$ cat src/rtl/fetch_queue.sv
// Instruction prefetch queue between the ibus and the decode stage register.
// Fetches sequential PCs into a DEPTH-entry FIFO, tolerates arbitrary ibus
// latency and decode stalls, and restarts fetch on redirects.
module fetch_queue #(
    parameter int unsigned     DEPTH    = 4,
    parameter int unsigned     PC_W     = 64,
    parameter int unsigned     INSTR_W  = 32,
    parameter logic [PC_W-1:0] RESET_PC = 64'h0000_0000_8000_0000
) (
    input  logic                   clk,
    input  logic                   reset,
    output logic                   ireq_valid,
    output logic [PC_W-1:0]        ireq_addr,
    input  logic                   iresp_data_ok,
    input  logic [INSTR_W-1:0]     iresp_data,
    input  logic                   redirect_valid,
    input  logic [PC_W-1:0]        redirect_pc,
    output logic                   out_valid,
    input  logic                   out_ready,
    output logic [PC_W-1:0]        out_pc,
    output logic [INSTR_W-1:0]     out_instr,
    output logic                   out_exc,
    output logic [$clog2(DEPTH):0] count
);

    localparam int unsigned     AW      = $clog2(DEPTH);
    localparam int unsigned     CW      = AW + 1;
    localparam logic [CW-1:0]   FULL    = CW'(DEPTH);
    localparam logic [PC_W-1:0] PC_STEP = PC_W'(4);

    typedef enum logic {
        S_IDLE = 1'b0,
        S_REQ  = 1'b1
    } state_e;

    state_e           state_q, state_d;
    logic [PC_W-1:0]  ireq_addr_q, ireq_addr_d;
    logic [PC_W-1:0]  fetch_pc_q, fetch_pc_d;
    logic             halted_q, halted_d;
    logic             discard_q, discard_d;
    logic [AW-1:0]    rd_ptr_q, rd_ptr_d;
    logic [AW-1:0]    wr_ptr_q, wr_ptr_d;
    logic [CW-1:0]    count_q, count_d;

    logic [PC_W-1:0]    pc_mem    [DEPTH];
    logic [INSTR_W-1:0] instr_mem [DEPTH];
    logic               exc_mem   [DEPTH];

    logic               resp;
    logic               accept;
    logic               exc_push;
    logic               push;
    logic               pop;
    logic               busy;
    logic               issue;
    logic [PC_W-1:0]    push_pc;
    logic [INSTR_W-1:0] push_instr;

    // Next-state: redirect overrides push/pop; issue is decided on post-update
    // count/PC so a slot is always reserved for the request being launched.
    always_comb begin
        resp       = (state_q == S_REQ) && iresp_data_ok;
        accept     = resp && !discard_q && !redirect_valid;
        exc_push   = (state_q == S_IDLE) && !halted_q && (fetch_pc_q[1:0] != 2'b00)
                     && (count_q < FULL) && !redirect_valid;
        push       = accept || exc_push;
        pop        = out_valid && out_ready && !redirect_valid;
        push_pc    = accept ? ireq_addr_q : fetch_pc_q;
        push_instr = accept ? iresp_data : '0;
        busy       = (state_q == S_REQ) && !iresp_data_ok;

        fetch_pc_d = fetch_pc_q;
        halted_d   = halted_q;
        discard_d  = discard_q;
        rd_ptr_d   = rd_ptr_q;
        wr_ptr_d   = wr_ptr_q;
        count_d    = count_q;

        if (redirect_valid) begin
            fetch_pc_d = redirect_pc;
            halted_d   = 1'b0;
            discard_d  = busy;
            rd_ptr_d   = '0;
            wr_ptr_d   = '0;
            count_d    = '0;
        end else begin
            if (accept) begin
                fetch_pc_d = fetch_pc_q + PC_STEP;
            end
            if (exc_push) begin
                halted_d = 1'b1;
            end
            if (resp && discard_q) begin
                discard_d = 1'b0;
            end
            if (push) begin
                wr_ptr_d = wr_ptr_q + AW'(1);
            end
            if (pop) begin
                rd_ptr_d = rd_ptr_q + AW'(1);
            end
            case ({push, pop})
                2'b10:   count_d = count_q + CW'(1);
                2'b01:   count_d = count_q - CW'(1);
                default: count_d = count_q;
            endcase
        end

        issue       = !busy && !halted_d && (fetch_pc_d[1:0] == 2'b00) && (count_d < FULL);
        state_d     = (busy || issue) ? S_REQ : S_IDLE;
        ireq_addr_d = issue ? fetch_pc_d : ireq_addr_q;
    end

    // Control and pointer registers.
    always_ff @(posedge clk) begin
        if (reset) begin
            state_q     <= S_IDLE;
            ireq_addr_q <= '0;
            fetch_pc_q  <= RESET_PC;
            halted_q    <= 1'b0;
            discard_q   <= 1'b0;
            rd_ptr_q    <= '0;
            wr_ptr_q    <= '0;
            count_q     <= '0;
        end else begin
            state_q     <= state_d;
            ireq_addr_q <= ireq_addr_d;
            fetch_pc_q  <= fetch_pc_d;
            halted_q    <= halted_d;
            discard_q   <= discard_d;
            rd_ptr_q    <= rd_ptr_d;
            wr_ptr_q    <= wr_ptr_d;
            count_q     <= count_d;
        end
    end

    // FIFO storage; contents are only meaningful while counted as occupied.
    always_ff @(posedge clk) begin
        if (!reset && push) begin
            pc_mem[wr_ptr_q]    <= push_pc;
            instr_mem[wr_ptr_q] <= push_instr;
            exc_mem[wr_ptr_q]   <= exc_push;
        end
    end

    // Occupancy invariants: never above DEPTH, never a push into a full queue.
    always_ff @(posedge clk) begin
        if (!reset) begin
            a_count_bound: assert (count_q <= FULL);
            a_no_push_full: assert (!(push && (count_q == FULL)));
        end
    end

    assign ireq_valid = (state_q == S_REQ);
    assign ireq_addr  = ireq_addr_q;
    assign out_valid  = (count_q != '0);
    assign out_pc     = pc_mem[rd_ptr_q];
    assign out_instr  = instr_mem[rd_ptr_q];
    assign out_exc    = exc_mem[rd_ptr_q];
    assign count      = count_q;

endmodule

$ cat config.mk
export PLATFORM = sky130hd
export DESIGN_NAME = fetch_queue
export DESIGN_NICKNAME = d
export VERILOG_FILES = /design/src/rtl/fetch_queue.sv
export SDC_FILE = /design/constraint.sdc
export NUM_CORES = 1
export LEC_CHECK = 0
export ABC_AREA = 0
export BUFFER_PORTS_ARGS = -buffer_cell sky130_fd_sc_hd__buf_2
export CAP_MARGIN = 5
export CORE_MARGIN = 3
export CORE_UTILIZATION = 53
export DETAILED_ROUTE_END_ITERATION = 12
export PLACE_DENSITY = 0.77
export SETUP_SLACK_MARGIN = 0.15
export SYNTH_ARGS = -nofsm -noshare
export SYNTH_HDL_FRONTEND = slang
export SYNTH_SLANG_ARGS = --single-unit
$ cat constraint.sdc
create_clock -name clk -period 5.1 [get_ports clk]
set_input_delay 1.02 -clock clk [delete_from_list [all_inputs] [get_ports clk]]
set_output_delay 1.02 -clock clk [all_outputs]
set_load 0.03 [all_outputs]
==> results.py, run 1 <==
metrics = {
    "cts": {
        "ctsHoldBuffers": 0,
        "cts_tree": "done",
        "clk_latency_ns": 0.61,
        "cts_resized": 0,
        "cts.sinks": 528,
        "cts_root_buf": "clkbuf_16",
        "cts_setup_buffers": 0,
        "clk_transition_reported_paths_ns": 0.06,
        "cts_made_buffers": 53,
        "htree_levels": 2,
        "ctsLongestPathBuffers": 3,
    },
    "pwr": {
        "clkPwrFrac_pct": 41.6,
        "p_int_uw": 7310,
        "peakVddDrop_v": 0.000265,
        "seqPwrFrac_pct": 50.6,
        "p_leak_uw": 0.00905,
        "powerDensity_mw_per_mm2": 375,
        "p_switching_uw": 2260,
        "switching_share_pct": 23.6,
        "comb_power_share_pct": 7.8,
    },
    "logic_synthesis": {
        "ys_ff_latch": 528,
        "yosys_warnings": 0,
        "synth_area_leaders": "edfxtp_1 53%, dfxtp_1 13%, mux4_2 10%",
        "synth_cell_types": 67,
        "async_reset_ff_share_pct": 0,
        "synth_ff_type": "edfxtp_1",
        "synth_edf_count": 388,
        "synthesis.area_sq_mm": 0.0218,
        "netlist.area_leader.share_pct": 53.5,
        "yosys.area.top_type": "edfxtp_1",
        "synthCells": 1556,
        "avgSynthCellArea_sq_um": 14.0,
        "syn-num-nets": 1664,
        "ys_seq_area_share_pct": 66.4,
    },
    "place": {
        "pre_cts_ws_ns": 0.768,
        "dp.cells": 2280,
        "dp_hpwl_microns": 36800,
        "port_buffers": 266,
        "routabilityCongestion": 0.932,
        "place_area_sq_mm": 0.0237,
    },
    "route": {
        "totalWireLength_microns": 55300,
        "wire_per_inst_microns": 23.2,
        "drc": 0,
        "drt-pass1-iter-count": 5,
        "via_per_inst": 5.99,
        "drtAntennaViolNets": 0,
        "vias": 14300,
        "drtIter0Drc": 1422,
    },
    "critical_path": {
        "crit_path_end_kind": "flop",
        "arrival_ns": 4.22,
        "start_kind": "input pin",
        "rr_worst_depth": 13,
        "cp_max_fo": 39,
        "path_class": "in2reg",
        "required_ns": 5.59,
    },
    "layout": {
        "finalNonFillerCells": 2381,
        "nets": 1918,
        "drive_above_1_share_pct": 27.3,
        "postLayoutCellArea_sq_mm": 0.0255,
        "nFillCells": 3017,
        "area_growth_pct": 17.0,
    },
    "sta": {
        "fin_skew_ns": 0.0174,
        "rsz0062_at_grt": "false",
        "worst_slack_ns": 1.36,
        "slew_violations": 0,
        "hold_viol_final": 0,
        "final.period_utilization_pct": 73.3,
        "maxSlewHeadroom_pct": 36.4,
        "min_period_ns": 3.74,
        "worst_pin_slew_ns": 0.954,
        "setup_viol": 0,
        "tns_ns": 0,
        "fmax_mhz": 268,
    },
    "flow_run": {
        "maxCapViolCount": 0,
    },
    "floorplan": {
        "pin_count": 267,
        "fp-row-count": 73,
        "dieArea_sq_mm": 0.0436,
        "start_util_pct": 54.2,
        "die_h_microns": 209,
        "core_area_sq_mm": 0.0402,
        "fp.dieW_microns": 209,
    },
    "grt": {
        "grt_usage_pct": 25.1,
        "antenna_found_initial": 4,
        "grt_overflow_total": 0,
        "grt_pass1_vias": 14100,
        "grt_pass1_wl_microns": 84300,
        "grt_max_degree": 81,
    },
    "run_status": {
        "outcome": "finished clean",
    },
    "min_path": {
        "min_path_type": "reg2reg",
        "hold_depth": 2,
    },
}
## layout by cell type (no fill, tap or decap), drive strengths merged, types with 16 or more instances in the layout
cell type / netlist / layout
dfxtp: 140 / 140
clkinv: 0 / 22
nor4: 20 / 20
nor3: 48 / 48
a21oi: 31 / 31
nand3b: 16 / 16
and2: 47 / 47
edfxtp: 388 / 388
nor2: 106 / 106
buf: 38 / 293
mux4: 97 / 97
nand4: 41 / 41
xnor2: 29 / 29
nand3: 27 / 27
inv: 18 / 19
nand2: 236 / 236
mux2i: 17 / 17
o21ai: 32 / 32
clkbuf: 56 / 68
## cell usage after synthesis, drive strengths merged (8+ instances only)
master,count
clkbuf,56
nand2b,8
mux2i,17
inv,18
and2,47
nor3,48
nand3b,16
and3,14
xor2,10
a21o,10
nand2,236
mux4,97
nand4,41
o41ai,13
edfxtp,388
o31a,8
xnor2,29
buf,38
o31ai,9
nor3b,13
nor2,106
o21ai,32
a211oi,14
nor4,20
a21oi,31
nand3,27
dfxtp,140
## cells by family (layout without fill, tap and decap cells)
kind of cell / count (synthesis) / count (layout) / synth area share (%)
DFF: 528 / 528 / 66.4
other: 0 / 2 / 0
xor gates and xnor gates: 39 / 39 / 1.57
buffers and inverters: 112 / 410 / 2.06
AOI/OAI and AO/OA: 158 / 158 / 4.95
adders and majority gates: 7 / 7 / 0.437
muxes: 116 / 116 / 10.9
and+or+nand+nor: 596 / 596 / 13.7
## critical path: stages
cell and delay, ns:
buf_2 0.21, nor3_1 0.44, nor2_1 0.20, ha_1 0.27, fa_1 0.38, xnor2_1 0.15
or4_1 0.47, nand3_2 0.35, buf_12 0.28, nor2_1 0.09, a32oi_1 0.21, o21ai_0 0.11
## cell type report
class | instances | area [sq um] | area share, %
multi-input cells | 916 | 6910 | 27.1
well taps | 525 | 657 | 2.58
inverters | 18 | 67.6 | 0.265
clock buffers | 68 | 1420 | 5.58
repair buffers | 293 | 1590 | 6.22
diodes | 2 | 5.00 | 0.0196
clock inverters | 31 | 380 | 1.49
flip-flops and latches | 528 | 14500 | 56.7
## per-layer routing
layer / wire (microns) / GRT usage (%) / up-vias
met5: 23 / 0 / -
met4: 1400 / 7.14 / 4
met3: 4300 / 4.26 / 96
met2: 27400 / 41.6 / 608
met1: 22200 / 34.6 / 7162
li1: - / - / 6382
## stage by stage
stage	util [%]	hold WS [ns]	power [uW]
after floorplan	-	0.439	5390
after global placement	58.9	0.460	5650
after detailed placement	58.9	0.467	5670
after CTS	63.4	0.477	9640
after global routing	63.4	0.492	9890
final	63.4	0.474	9570
## sequential cells by signal, indices dropped and copies added, names as in the netlist, 2 cells and up, named ones only
register and cells:
exc_mem 4, rd_ptr_q 2, count 3, fetch_pc_q 64
wr_ptr_q 2, ireq_addr 64, instr_mem 128, pc_mem 256
## worst paths after layout
kind,from,to,slack (ns)
min reg2reg,halted_q$_SDFF_PP0_,halted_q$_SDFF_PP0_,0.47
max,redirect_valid,ireq_addr[39]$_SDFFE_PP0P_,1.36
max reg2reg,count[2]$_SDFF_PP0_,ireq_addr[39]$_SDFFE_PP0P_,1.38
min,halted_q$_SDFF_PP0_,halted_q$_SDFF_PP0_,0.47
## power groups by stage
stage | clock network (uW) | logic [uW] | registers [uW]
after CTS | 4050 | 745 | 4840
final | 3980 | 743 | 4850
after floorplan | 0 | 410 | 4980
after global placement | 0 | 724 | 4930
after detailed placement | 0 | 741 | 4930
after global routing | 4240 | 799 | 4860
No activity file was read; power rests on OpenSTA's default activity.
==> inputs of run 2 (changes only) <==
Clock period 5.1 ns to 3.6 ns, I/O delays scaled along.
==> results.py, run 2 (synthesis gave the netlist of run 1 again) <==
metrics = {
    "sta": {
        "min_period_ns": 3.23,
        "fin_skew_ns": 0.0210,
        "worst_pin_slew_ns": 1.02,
        "worst_slack_ns": 0.368,
        "final.period_utilization_pct": 89.8,
        "hold_viol_final": 0,
        "fmax_mhz": 309,
        "rsz0062_at_grt": "false",
        "tns_ns": 0,
        "setup_viol": 0,
        "maxSlewHeadroom_pct": 32.2,
        "slew_violations": 0,
    },
    "layout": {
        "area_growth_pct": 17.8,
        "drive_above_1_share_pct": 27.8,
        "reg_top3": "pc_mem (256), instr_mem (128)",
        "layout_commonest_cell": "edfxtp_1",
        "nets": 1932,
        "final_cell_mix": "388 x edfxtp_1, 265 x buf_2, 234 x nand2_1",
        "largest_reg_flops": 256,
        "top_register": "pc_mem",
    },
    "critical_path": {
        "crit_path_end_kind": "flop",
        "cp_top_family": "simple AND/OR/NAND/NOR gates",
        "max_stage_delay_ns": 0.41,
        "cp-startpoint": "count[1]$_SDFFE_PP0N_",
        "cp_max_fo": 27,
        "start_kind": "flop",
        "required_ns": 4.06,
        "crit_slowest_cell": "a2111oi_0",
        "worst-r2r-setup-slack_ns": 0.37,
        "cp_num_buf_inv": 1,
        "cp_cell_sequence": "or3_1, and3_1, ha_1, fa_1, xnor2_1, o211ai_1, and3_2, buf_12, nor2_1, a2111oi_0",
        "arrival_ns": 3.69,
        "rr_startpoint": "count[1]$_SDFFE_PP0N_",
        "path_class": "reg2reg",
    },
    "grt": {
        "grt_usage_pct": 25.4,
        "grt_pass1_vias": 14100,
        "grt_overflow_total": 0,
        "antenna_found_initial": 2,
        "grt_pass1_wl_microns": 85500,
        "grt_max_degree": 114,
    },
    "pwr": {
        "comb_power_share_pct": 8.1,
        "powerDensity_mw_per_mm2": 524,
        "p_switching_uw": 3130,
        "peakVddDrop_v": 0.000417,
        "seqPwrFrac_pct": 51.1,
        "p_int_uw": 10300,
        "switching_share_pct": 23.3,
        "clkPwrFrac_pct": 40.8,
        "p_leak_uw": 0.00913,
    },
    "place": {
        "routabilityCongestion": 0.920,
        "pre_cts_ws_ns": 0.154,
        "port_buffers": 266,
        "dp_hpwl_microns": 37500,
    },
    "min_path": {
        "min_path_type": "in2reg",
        "hp-start": "redirect_pc[0]",
    },
    "cts": {
        "clk_transition_reported_paths_ns": 0.06,
        "cts_root_buf": "clkbuf_16",
        "cts_tree": "done",
        "cts_setup_buffers": 0,
        "cts_resized": 0,
        "ctsLongestPathBuffers": 3,
        "cts.sinks": 528,
        "cts_made_buffers": 52,
        "clk_latency_ns": 0.60,
        "ctsHoldBuffers": 0,
        "htree_levels": 2,
    },
    "floorplan": {
        "pin_count": 267,
        "start_util_pct": 54.2,
        "dieArea_sq_mm": 0.0436,
        "core_area_sq_mm": 0.0402,
        "fp-row-count": 73,
        "fp.dieW_microns": 209,
        "die_h_microns": 209,
    },
    "route": {
        "drc": 0,
        "totalWireLength_microns": 56100,
        "drt-pass1-iter-count": 6,
        "wire_per_inst_microns": 23.4,
        "vias": 14300,
        "via_per_inst": 5.98,
        "drtIter0Drc": 1379,
        "drtAntennaViolNets": 0,
    },
    "run_status": {
        "outcome": "finished clean",
    },
    "flow_run": {
        "maxCapViolCount": 0,
    },
}
-- run 2: final timing paths --
check                               endpoint  depth (start not counted)
setup / recovery  ireq_addr[60]$_SDFFE_PP0P_                         10
hold reg to reg          halted_q$_SDFF_PP0_                          2
hold / removal      fetch_pc_q[0]$_SDFF_PP0_                          3
setup reg to reg  ireq_addr[60]$_SDFFE_PP0P_                         10
-- run 2: per-layer routing --
metal	up-vias	track usage (%)	part of all wire (%)	routed length [microns]
li1	6434	-	-	-
met1	7069	35.7	40	22700
met2	688	40.5	47	26600
met3	120	5.07	8.8	4930
met4	2	8.15	3.3	1860
met5	-	0	0.014	8
-- run 2: cell type report --
class                   count  area [sq um]
fillers                  2944         14500
clock buffers              77          1510
clock inverters            21           239
multi-input cells         916          6920
flip-flops and latches    528         14500
well taps                 525           657
inverters                  18          67.6
repair buffers            308          1810
diodes                      2          5.00
-- run 2: through the flow --
step	power [uW]	util, %	std cells	hold slack [ns]	instance area, sq um
6_report	13400	63.9	2395	0.382	25700
5_1_grt	13900	63.9	2394	0.385	25700
4_1_cts	13500	63.8	2393	0.355	25700
3_5_place_dp	8080	59.5	2295	0.469	23900
3_3_place_gp	8040	59.5	2295	0.466	23900
2_1_floorplan	7630	-	1556	0.450	21800
-- run 2: worst min-delay path: cells and delay by family --
family                 cells  cell delay [ns]
AND/OR/NAND/NOR            1             0.07
multiplexers               1             0.06
buffers and inverters      1             0.09
-- run 2: power by group through the flow --
stage          Sequential [uW]  Combinational (uW)  Clock (uW)
4_1_cts                   6870                1090        5580
2_1_floorplan             7050                 582           0
5_1_grt                   6880                1170        5830
3_5_place_dp              7000                1080           0
6_report                  6870                1090        5490
3_3_place_gp              6990                1060           0
==> inputs of run 3 (changes only) <==
--- a/constraint.sdc
+++ b/constraint.sdc
@@ -3,2 +3,2 @@
 set_output_delay 0.72 -clock clk [all_outputs]
-set_load 0.03 [all_outputs]
+set_load 0.02 [all_outputs]
==> results.py, run 3 (synthesis gave the netlist of run 1 again) <==
metrics = {
    "floorplan": {
        "start_util_pct": 54.2,
        "fp-row-count": 73,
        "fp.dieW_microns": 209,
        "pin_count": 267,
        "dieArea_sq_mm": 0.0436,
        "core_area_sq_mm": 0.0402,
        "die_h_microns": 209,
    },
    "place": {
        "place_area_sq_mm": 0.0239,
        "routabilityCongestion": 0.905,
        "dp_hpwl_microns": 37700,
        "port_buffers": 266,
    },
    "grt": {
        "grt_usage_pct": 25.5,
        "grt.met1_usage_pct": 35.7,
        "grt_pass1_vias": 14300,
        "grt_overflow_total": 0,
        "antenna_found_initial": 6,
        "top_usage_layer": "met2",
        "grt_max_degree": 114,
        "groute.layer.met2.usage_pct": 40.1,
        "use_met3_pct": 5.00,
        "grt_pass1_wl_microns": 86000,
    },
    "route": {
        "drc": 0,
        "totalWireLength_microns": 56400,
        "via_per_inst": 5.96,
        "vias": 14300,
        "wire_per_inst_microns": 23.5,
        "drtIter0Drc": 1166,
        "drt-pass1-iter-count": 7,
        "drtAntennaViolNets": 0,
    },
    "sta": {
        "min_period_ns": 3.23,
        "worst_pin_slew_ns": 0.956,
        "fmax_mhz": 310,
        "tns_ns": 0,
        "maxSlewHeadroom_pct": 36.3,
        "fin_skew_ns": 0.0190,
        "rsz0062_at_grt": "false",
        "final.period_utilization_pct": 89.6,
        "setup_viol": 0,
        "slew_violations": 0,
        "hold_viol_final": 0,
    },
    "critical_path": {
        "start_kind": "flop",
        "cp_top_family": "simple AND/OR/NAND/NOR gates",
        "cp_max_fo": 11,
        "max_stage_delay_ns": 0.40,
        "crit_path_end_kind": "flop",
        "arrival_ns": 3.70,
        "cp_num_buf_inv": 1,
        "crit_slowest_cell": "fa_1",
        "cp_cell_sequence": "or3_1, and3_1, ha_1, fa_1, xnor2_1, o211ai_1, and3_4, buf_4, nor2_1, a2111oi_0",
        "required_ns": 4.08,
        "path_class": "reg2reg",
    },
    "run_status": {
        "outcome": "finished clean",
    },
    "layout": {
        "area_growth_pct": 17.5,
        "drive_above_1_share_pct": 27.8,
        "final_util_pct": 63.7,
        "layout_commonest_cell": "edfxtp_1",
        "multi_input_comb_area_sq_mm": 0.00692,
        "postLayoutCellArea_sq_mm": 0.0256,
        "nets": 1934,
        "largest_reg_flops": 256,
        "nFillCells": 3034,
        "layout.area.seq_sq_mm": 0.0145,
        "top_register": "pc_mem",
        "reg_top3": "pc_mem (256), instr_mem (128)",
        "final_cell_mix": "388 x edfxtp_1, 265 x buf_2, 234 x nand2_1",
    },
    "cts": {
        "clk_transition_reported_paths_ns": 0.06,
        "cts_setup_buffers": 0,
        "cts.sinks": 528,
        "cts_made_buffers": 53,
        "ctsHoldBuffers": 0,
        "ctsLongestPathBuffers": 3,
        "cts_tree": "done",
        "cts_root_buf": "clkbuf_16",
        "clk_latency_ns": 0.60,
        "htree_levels": 2,
    },
    "pwr": {
        "powerDensity_mw_per_mm2": 513,
        "peakVddDrop_v": 0.000443,
        "p_leak_uw": 0.00908,
    },
    "min_path": {
        "min_path_type": "in2reg",
    },
    "flow_run": {
        "maxCapViolCount": 0,
    },
}
run 3: cell types whose count changed in the layout (fill, tap and decap cells not counted), sizes merged:
cell	previous run	this run
inv	21	22
clkinvlp	0	4
clkinv	13	19
diode	2	5
buf	308	309
bufinv	5	3
clkbuf	77	70
run 3: metrics by stage:
stage	setup slack (ns)	power, uW	hold slack, ns	instances
6_report	0.373	13100	0.376	2401
5_1_grt	0.183	13600	0.378	2400
4_1_cts	0.357	13200	0.347	2396
3_5_place_dp	0.0960	7990	0.470	2296
3_3_place_gp	0.199	7960	0.466	2296
2_1_floorplan	0.152	7550	0.450	1556
run 3: worst paths after layout:
kind	startpoint	to	slack (ns)	depth (start not counted)
worst max-delay path	count[0]$_SDFFE_PP0N_	ireq_addr[60]$_SDFFE_PP0P_	0.37	10
worst min-delay path	redirect_pc[0]	fetch_pc_q[0]$_SDFF_PP0_	0.38	3
worst max register to register	count[0]$_SDFFE_PP0N_	ireq_addr[60]$_SDFFE_PP0P_	0.37	10
worst min register to register	halted_q$_SDFF_PP0_	halted_q$_SDFF_PP0_	0.48	2
run 3: where the power goes:
part	switching, uW	total [uW]	leakage, uW	internal [uW]
Clock	2280	5250	0.000799	2970
Combinational	645	1010	0.00367	360
Sequential	169	6870	0.00461	6700
Total	3100	13100	0.00908	10000
run 3: worst reg2reg max path, cell delays in order (launching register included):
cell and delay [ns]:
dfxtp_1 0.36, or3_1 0.38, and3_1 0.23, ha_1 0.25, fa_1 0.40, xnor2_1 0.16, o211ai_1 0.29, and3_4 0.35
buf_4 0.22, nor2_1 0.06, a2111oi_0 0.40
run 3: per-layer routing:
layer,vias up,wire (microns)
li1,6445,-
met1,7115,23000
met2,633,26700
met3,114,4480
met4,4,2130
met5,-,27
run 3: timing repair:
item	4_1_cts	5_1_grt
resized for setup	0	1
endpoints found under the setup margin	0	1
hold endpoints to repair	0	0
run 3: area by class of cell:
class | count | area share [%]
clock inverter | 30 | 0.958
clock buffer | 70 | 5.47
timing repair buffer | 309 | 7.16
inverter | 18 | 0.264
multi-input combinational | 916 | 27.0
sequential | 528 | 56.5
tap | 525 | 2.57
antenna | 5 | 0.0489
